**src/rtl/stopwatch_pkg.sv**
```systemverilog
// Shared types and helpers for the stopwatch core.
//   state_e    : control state (IDLE, RUN, PAUSE, LAP)
//   time_t     : six packed BCD nibbles, MM:SS.hh, most significant first
//   BCD_MAX_*  : digit wrap limits
//   calc_div   : prescaler division ratio
//   div_width  : prescaler counter width
package stopwatch_pkg;

    typedef enum logic [1:0] {
        IDLE  = 2'd0,
        RUN   = 2'd1,
        PAUSE = 2'd2,
        LAP   = 2'd3
    } state_e;

    localparam logic [3:0] BCD_MAX_9 = 4'd9;
    localparam logic [3:0] BCD_MAX_5 = 4'd5;

    typedef struct packed {
        logic [3:0] min_hi;
        logic [3:0] min_lo;
        logic [3:0] s_hi;
        logic [3:0] s_lo;
        logic [3:0] ms_hi;
        logic [3:0] ms_lo;
    } time_t;

    function automatic int calc_div(input int clk_hz, input int tick_hz);
        return clk_hz / tick_hz;
    endfunction

    // A counter over 0..div-1 needs at least one bit.
    function automatic int div_width(input int div);
        return (div < 2) ? 1 : $clog2(div);
    endfunction

endpackage

```
**src/rtl/stopwatch_ctrl_if.sv**
```systemverilog
// Control pulses and display outputs of the stopwatch core.
//   master : key front-end / consumer side (drives pulses, reads digits)
//   slave  : stopwatch core side
interface stopwatch_ctrl_if;
    logic       start_stop;
    logic       clear;
    logic       lap;
    logic [3:0] min_higher;
    logic [3:0] min_lower;
    logic [3:0] s_higher;
    logic [3:0] s_lower;
    logic [3:0] ms_higher;
    logic [3:0] ms_lower;
    logic       running;
    logic       frozen;
    logic       wrap;

    modport master (
        output start_stop, clear, lap,
        input  min_higher, min_lower, s_higher, s_lower, ms_higher, ms_lower,
        input  running, frozen, wrap
    );

    modport slave (
        input  start_stop, clear, lap,
        output min_higher, min_lower, s_higher, s_lower, ms_higher, ms_lower,
        output running, frozen, wrap
    );
endinterface

```
**src/rtl/stopwatch_ctrl_bcd_digit.sv**
```systemverilog
// Single BCD digit counter with wrap at MAX and combinational carry.
//   clock, reset : system clock, synchronous active-high reset
//   clr_i        : synchronous zero
//   inc_i        : increment request
//   value_o      : current digit
//   carry_o      : high when this increment wraps the digit
module bcd_digit #(
    parameter logic [3:0] MAX = 4'd9
) (
    input  logic       clock,
    input  logic       reset,
    input  logic       clr_i,
    input  logic       inc_i,
    output logic [3:0] value_o,
    output logic       carry_o
);

    logic [3:0] value_q;

    // Digit register; any out-of-range value folds back to zero on the next increment.
    always_ff @(posedge clock) begin
        if (reset) begin
            value_q <= 4'd0;
        end else if (clr_i) begin
            value_q <= 4'd0;
        end else if (inc_i) begin
            value_q <= (value_q >= MAX) ? 4'd0 : value_q + 4'd1;
        end
    end

    assign value_o = value_q;
    assign carry_o = inc_i && (value_q == MAX);

endmodule

```
**src/rtl/stopwatch_ctrl.sv**
```systemverilog
// Stopwatch core: prescaler, MM:SS.hh BCD chain, run/pause/clear/lap control.
//   clock, reset : system clock, synchronous active-high reset
//   sw (slave)   : start_stop/clear/lap pulses in; six BCD digits,
//                  running, frozen and wrap out (all registered)
module stopwatch_ctrl
    import stopwatch_pkg::*;
#(
    parameter int CLK_HZ     = 50000000,
    parameter int TICK_HZ    = 100,
    parameter int MIN_HI_MAX = 5
) (
    input  logic            clock,
    input  logic            reset,
    stopwatch_ctrl_if.slave sw
);

    localparam int DIV = calc_div(CLK_HZ, TICK_HZ);
    localparam int PW  = div_width(DIV);
    localparam logic [PW-1:0] PRESC_LAST = PW'(DIV - 1);
    localparam logic [3:0]    MIN_HI_LIM = 4'(MIN_HI_MAX);

    state_e        state_q, state_d;
    logic [PW-1:0] presc_q, presc_d;
    time_t         lap_q;
    time_t         disp_q, disp_d;
    time_t         live_s;
    logic          running_q, frozen_q, wrap_q;
    logic          lap_load_s;
    logic          time_clr_s;
    logic          advance_s;
    logic          tick_s;
    logic [5:0]    carry_s;

    // Next state; clear beats start_stop beats lap, each only where it applies.
    always_comb begin
        state_d    = state_q;
        lap_load_s = 1'b0;
        time_clr_s = 1'b0;
        case (state_q)
            IDLE: begin
                if (sw.start_stop) state_d = RUN;
                else               state_d = IDLE;
            end
            RUN: begin
                if (sw.start_stop) begin
                    state_d = PAUSE;
                end else if (sw.lap) begin
                    state_d    = LAP;
                    lap_load_s = 1'b1;
                end else begin
                    state_d = RUN;
                end
            end
            LAP: begin
                if (sw.start_stop) state_d = PAUSE;
                else if (sw.lap)   state_d = RUN;
                else               state_d = LAP;
            end
            PAUSE: begin
                if (sw.clear) begin
                    state_d    = IDLE;
                    time_clr_s = 1'b1;
                end else if (sw.start_stop) begin
                    state_d = RUN;
                end else begin
                    state_d = PAUSE;
                end
            end
            default: state_d = IDLE;
        endcase
    end

    assign advance_s = (state_q == RUN) || (state_q == LAP);

    // Prescaler: held while paused so the partial tick survives a pause.
    always_comb begin
        presc_d = presc_q;
        tick_s  = 1'b0;
        if (time_clr_s) begin
            presc_d = '0;
        end else if (advance_s) begin
            if (presc_q == PRESC_LAST) begin
                tick_s  = 1'b1;
                presc_d = '0;
            end else begin
                presc_d = presc_q + PW'(1);
            end
        end else begin
            presc_d = presc_q;
        end
    end

    bcd_digit #(.MAX(BCD_MAX_9)) u_ms_lo (
        .clock(clock), .reset(reset), .clr_i(time_clr_s), .inc_i(tick_s),
        .value_o(live_s.ms_lo), .carry_o(carry_s[0])
    );
    bcd_digit #(.MAX(BCD_MAX_9)) u_ms_hi (
        .clock(clock), .reset(reset), .clr_i(time_clr_s), .inc_i(carry_s[0]),
        .value_o(live_s.ms_hi), .carry_o(carry_s[1])
    );
    bcd_digit #(.MAX(BCD_MAX_9)) u_s_lo (
        .clock(clock), .reset(reset), .clr_i(time_clr_s), .inc_i(carry_s[1]),
        .value_o(live_s.s_lo), .carry_o(carry_s[2])
    );
    bcd_digit #(.MAX(BCD_MAX_5)) u_s_hi (
        .clock(clock), .reset(reset), .clr_i(time_clr_s), .inc_i(carry_s[2]),
        .value_o(live_s.s_hi), .carry_o(carry_s[3])
    );
    bcd_digit #(.MAX(BCD_MAX_9)) u_min_lo (
        .clock(clock), .reset(reset), .clr_i(time_clr_s), .inc_i(carry_s[3]),
        .value_o(live_s.min_lo), .carry_o(carry_s[4])
    );
    bcd_digit #(.MAX(MIN_HI_LIM)) u_min_hi (
        .clock(clock), .reset(reset), .clr_i(time_clr_s), .inc_i(carry_s[4]),
        .value_o(live_s.min_hi), .carry_o(carry_s[5])
    );

    // Display source: frozen lap snapshot while in LAP, live time otherwise.
    always_comb begin
        disp_d = live_s;
        if (state_q == LAP) disp_d = lap_q;
        else                disp_d = live_s;
    end

    // State, prescaler, lap snapshot and registered outputs.
    always_ff @(posedge clock) begin
        if (reset) begin
            state_q   <= IDLE;
            presc_q   <= '0;
            lap_q     <= '0;
            disp_q    <= '0;
            running_q <= 1'b0;
            frozen_q  <= 1'b0;
            wrap_q    <= 1'b0;
        end else begin
            state_q   <= state_d;
            presc_q   <= presc_d;
            // Snapshot takes the pre-increment time if a tick lands on the same edge.
            if (lap_load_s) lap_q <= live_s;
            disp_q    <= disp_d;
            running_q <= (state_d == RUN) || (state_d == LAP);
            frozen_q  <= (state_d == LAP);
            wrap_q    <= carry_s[5];
        end
    end

    assign sw.min_higher = disp_q.min_hi;
    assign sw.min_lower  = disp_q.min_lo;
    assign sw.s_higher   = disp_q.s_hi;
    assign sw.s_lower    = disp_q.s_lo;
    assign sw.ms_higher  = disp_q.ms_hi;
    assign sw.ms_lower   = disp_q.ms_lo;
    assign sw.running    = running_q;
    assign sw.frozen     = frozen_q;
    assign sw.wrap       = wrap_q;

endmodule

```
**src/flat_wrapper.sv**
```systemverilog
// flat-port wrapper written by rule: the top's interface ports become plain ports
module stopwatch_ctrl_flat import stopwatch_pkg::*;
#(
    parameter int CLK_HZ     = 50000000,
    parameter int TICK_HZ    = 100,
    parameter int MIN_HI_MAX = 5
)
  (clock, reset, sw_start_stop, sw_clear, sw_lap, sw_min_higher, sw_min_lower, sw_s_higher, sw_s_lower, sw_ms_higher, sw_ms_lower, sw_running, sw_frozen, sw_wrap);
  stopwatch_ctrl_if sw_i ();
  input  logic clock;
  input  logic reset;
  input wire logic [$bits(sw_i.start_stop)-1:0] sw_start_stop;
  input wire logic [$bits(sw_i.clear)-1:0] sw_clear;
  input wire logic [$bits(sw_i.lap)-1:0] sw_lap;
  output wire logic [$bits(sw_i.min_higher)-1:0] sw_min_higher;
  output wire logic [$bits(sw_i.min_lower)-1:0] sw_min_lower;
  output wire logic [$bits(sw_i.s_higher)-1:0] sw_s_higher;
  output wire logic [$bits(sw_i.s_lower)-1:0] sw_s_lower;
  output wire logic [$bits(sw_i.ms_higher)-1:0] sw_ms_higher;
  output wire logic [$bits(sw_i.ms_lower)-1:0] sw_ms_lower;
  output wire logic [$bits(sw_i.running)-1:0] sw_running;
  output wire logic [$bits(sw_i.frozen)-1:0] sw_frozen;
  output wire logic [$bits(sw_i.wrap)-1:0] sw_wrap;
  assign sw_i.start_stop = sw_start_stop;
  assign sw_i.clear = sw_clear;
  assign sw_i.lap = sw_lap;
  assign sw_min_higher = sw_i.min_higher;
  assign sw_min_lower = sw_i.min_lower;
  assign sw_s_higher = sw_i.s_higher;
  assign sw_s_lower = sw_i.s_lower;
  assign sw_ms_higher = sw_i.ms_higher;
  assign sw_ms_lower = sw_i.ms_lower;
  assign sw_running = sw_i.running;
  assign sw_frozen = sw_i.frozen;
  assign sw_wrap = sw_i.wrap;
  stopwatch_ctrl #(.CLK_HZ(CLK_HZ), .TICK_HZ(TICK_HZ), .MIN_HI_MAX(MIN_HI_MAX)) u_core (.clock(clock), .reset(reset), .sw(sw_i));
endmodule
```
**config.mk**
```make
export PLATFORM = sky130hd
export DESIGN_NAME = stopwatch_ctrl_flat
export DESIGN_NICKNAME = d
export VERILOG_FILES = /design/src/rtl/stopwatch_pkg.sv /design/src/rtl/stopwatch_ctrl_if.sv /design/src/rtl/stopwatch_ctrl_bcd_digit.sv /design/src/rtl/stopwatch_ctrl.sv /design/src/flat_wrapper.sv
export SDC_FILE = /design/constraint.sdc
export NUM_CORES = 1
export LEC_CHECK = 0
export CORE_MARGIN = 4
export CORE_UTILIZATION = 48
export DETAILED_ROUTE_END_ITERATION = 12
export PLACE_DENSITY = 0.76
export REMOVE_ABC_BUFFERS = 1
export SYNTH_ARGS = -nofsm -noshare
export SYNTH_HDL_FRONTEND = slang
export SYNTH_SLANG_ARGS = --single-unit
```
**constraint.sdc**
```tcl
create_clock -name clock -period 4.6 [get_ports clock]
set_input_delay 0.92 -clock clock [delete_from_list [all_inputs] [get_ports clock]]
set_output_delay 0.92 -clock clock [all_outputs]
set_load 0.02 [all_outputs]
```
==> impl_results.md <==
- Post-CTS Setup Bufs: 0
- Num Clock Sinks: 95
- Synth warn: 0
- Worst hold stages: 2
- Layout Skew: between 0.008 and 0.009 ns
- Crit-path max FO: 17
- CP startpoint kind: register
- Lkg Pwr: 1.62 nW
- Clock root buffer: clkbuf_8
- #FFs+latches synth: 95
- Number of max-cap violations: 0
- FMAX: 378 MHz
- Avg WL per Cell: 13.8 um
- Total gr overflow: 0
- Fin. max-slew vios: 0
- Ys async rst share: 0
- Vias in the first global route: around 3400
- Pwr dens: slightly below 300 nW/um^2
- FF/Latch Area: 1900 um^2
- Drc violations: 0
- Period utilisation layout: 0.575
- Pre-antenna DRT Iters: 4
- Critical path class: register to primary output
- Cells along the critical path: clkdlybuf4s50_1
- Dpl cells: roughly 630
- Initial Util: 0.495
- Min cycle time layout: between 2 and 3 ns
- Top FF cell, synth: dfxtp_1
- CTS tree: done
- Crit path DAT: 1.73 ns
- Buffers on Ports: 31
- Final WL: slightly below 9000 um
- Status: complete, no violations
- Setup TNS: 0 ns
- Cell Area, Synth: 4320 um^2
- Area grow syn2layout: 12.6%
- Clock transition at path regs: about 0.090 ns
- Row count: 34
- H-Tree Level Count: 3
- Crit path max-delay family: buffers and inverters
- Post-synth top cells: nand2_1 (116), dfxtp_1 (95), a21oi_1 (64)
- Via/cell ratio: approximately 5.6
- Initial antenna violation count: 0
- Netlist cell types: approximately 50
- Area leader, netlist: dfxtp_1
- Filler Cell Count: 800
- Top cells by area, synth: dfxtp_1 (44%), nand2_1 (10%), a21oi_1 (7.4%)
- Yosys top cell area share: 0.441
- Worst IR drop on VDD: ~0.00016 V
- ANT nets after route: 0
- Slew margin rel.: 0.312
- Worst skew pair latency: 0.36 ns
- Final GP Congestion: ~0.82
- Post-CTS Hold Buffers: 0
- CP Depth: 1
- DP HPWL: between 6000 and 7000 um
- Vias: between 3000 and 4000
- Area occupied by multi-input gates: approximately 2200 um^2
- Hold Slack: between 0.4 and 0.5 ns
- Reg2Reg Depth: 4
- RSZ-0062 raised after global routing: no
- Die Width: approximately 100 um
- Mapped Cells: around 520
- Number of synthesized flops with an enable pin: 0
- Clock Path Buffers: 2
- CP required: about 3.7 ns
- Worst slew pin tran: a little over 1 ns
- Post_cts resized: 0
- CP max stage delay: about 0.71 ns
- Final hold vios: 0
- CTS Buf Count: 9
- Non-filler cells, final: 649
- Final setup vio count: 0
- Die height: a little over 100 um
- GR Util All Layers: 0.179
- Slowest CP cell: clkdlybuf4s50_1
- Share of post-route cells with drive strength above 1: 0.0573
- Top Ports: 32
- DRT iter0 DRCs: around 140
- Syn avg cell area: just over 8 um^2
- Die area: ~11000 um^2
- Core area: slightly below 9000 um^2
- Sequential area share after synthesis: 0.441
- First-pass GRT wire length: between 15000 and 20000 um
- Most frequent cell after synthesis: nand2_1
- Nets: 560
- N_diodes: 0
- Largest net degree at the start of global routing: 52
- Buffers and inverters on the worst path: 1
- Worst Setup End Kind: primary output
- HP Class: register to register
flip-flops by register name, summed over array words and instances, names as in the netlist, 4 cells and up:
signal and count:
u_core.u_min_lo.value_o 4, u_core.u_s_hi.value_o 4, u_core.u_min_hi.value_o 4, u_core.sw.s_lower 4
u_core.presc_q 19, u_core.sw.s_higher 4, u_core.u_s_lo.value_o 4, u_core.sw.min_higher 4
u_core.u_ms_lo.value_o 4, u_core.lap_q 24, u_core.sw.min_lower 4, u_core.sw.ms_lower 4
u_core.u_ms_hi.value_o 4, u_core.sw.ms_higher 4
logic make-up (layout without fill, tap and decap cells):
group                    Yosys count  in the layout  share of synthesized area
AND/OR/NAND/NOR                  236            236                      0.276
AO/OA/AOI/OAI                    104            104                      0.142
flip-flops                        95             95                      0.441
buffers and inverters             46             66                     0.0412
adder cells (fa/ha/maj)           19             19                     0.0551
XOR/XNOR                          13             13                     0.0264
multiplexers                       8              8                     0.0186
final cells by class:
cell class                      instances  share of cell area
Multi-Input combinational cell        380               0.460
Clock inverter                          5              0.0118
Sequential cell                        95               0.391
Timing Repair Buffer                   34              0.0675
Clock buffer                           11              0.0291
Inverter                               16              0.0124
Tap cell                              108              0.0278
power by group:
| part | switching (mW) | internal [mW] | total (mW) |
|---|---|---|---|
| logic | 0.0351 | 0.0151 | 0.0502 |
| clock network | 0.284 | 0.265 | 0.549 |
| registers | 0.00686 | 0.825 | 0.832 |
worst paths after layout:
kind | end | slack [ns] | start
worst max-delay path | sw_running | 1.95 | u_core.state_q[0]
worst min register to register | u_core.sw.min_higher[3] | 0.46 | u_core.lap_q[23]
worst min-delay path | u_core.sw.min_higher[3] | 0.46 | u_core.lap_q[23]
worst max register to register | u_core.u_ms_lo.value_o[0] | 1.97 | u_core.state_q[0]
layer usage:
metal  track usage  vias up  share of wire
met5             0        -              0
met4        0.0687        0          0.018
li1              -     1845              -
met3        0.0433       14          0.044
met2         0.303       74           0.49
met1         0.220     1711           0.45
cells in the final DEF, fill, tap and decap left out, drive strengths merged, types with 6 or more instances in the layout:
master         netlist  layout
clkdlybuf4s50        0      30
nor2                19      19
nand3               19      19
and3b                6       6
clkbuf              26      11
nand4               16      16
mux2i                8       8
inv                 16      16
nor4                 6       6
nand2              116     116
and3                 7       7
a21oi               64      64
dfxtp               95      95
xnor2                7       7
or4                  7       7
xor2                 6       6
o21ai               13      13
ha                  19      19
through the flow:
stage          power (mW)  area [um^2]  setup WS, ns   util
2_1_floorplan       0.876         4200          2.11      -
6_report             1.43         4860          1.95  0.557
5_1_grt              1.49         4860          1.77  0.557
3_5_place_dp        0.902         4660          1.68  0.534
3_3_place_gp        0.900         4660          1.76  0.534
4_1_cts              1.45         4860          1.92  0.557
(Power assumes the default switching activity.)
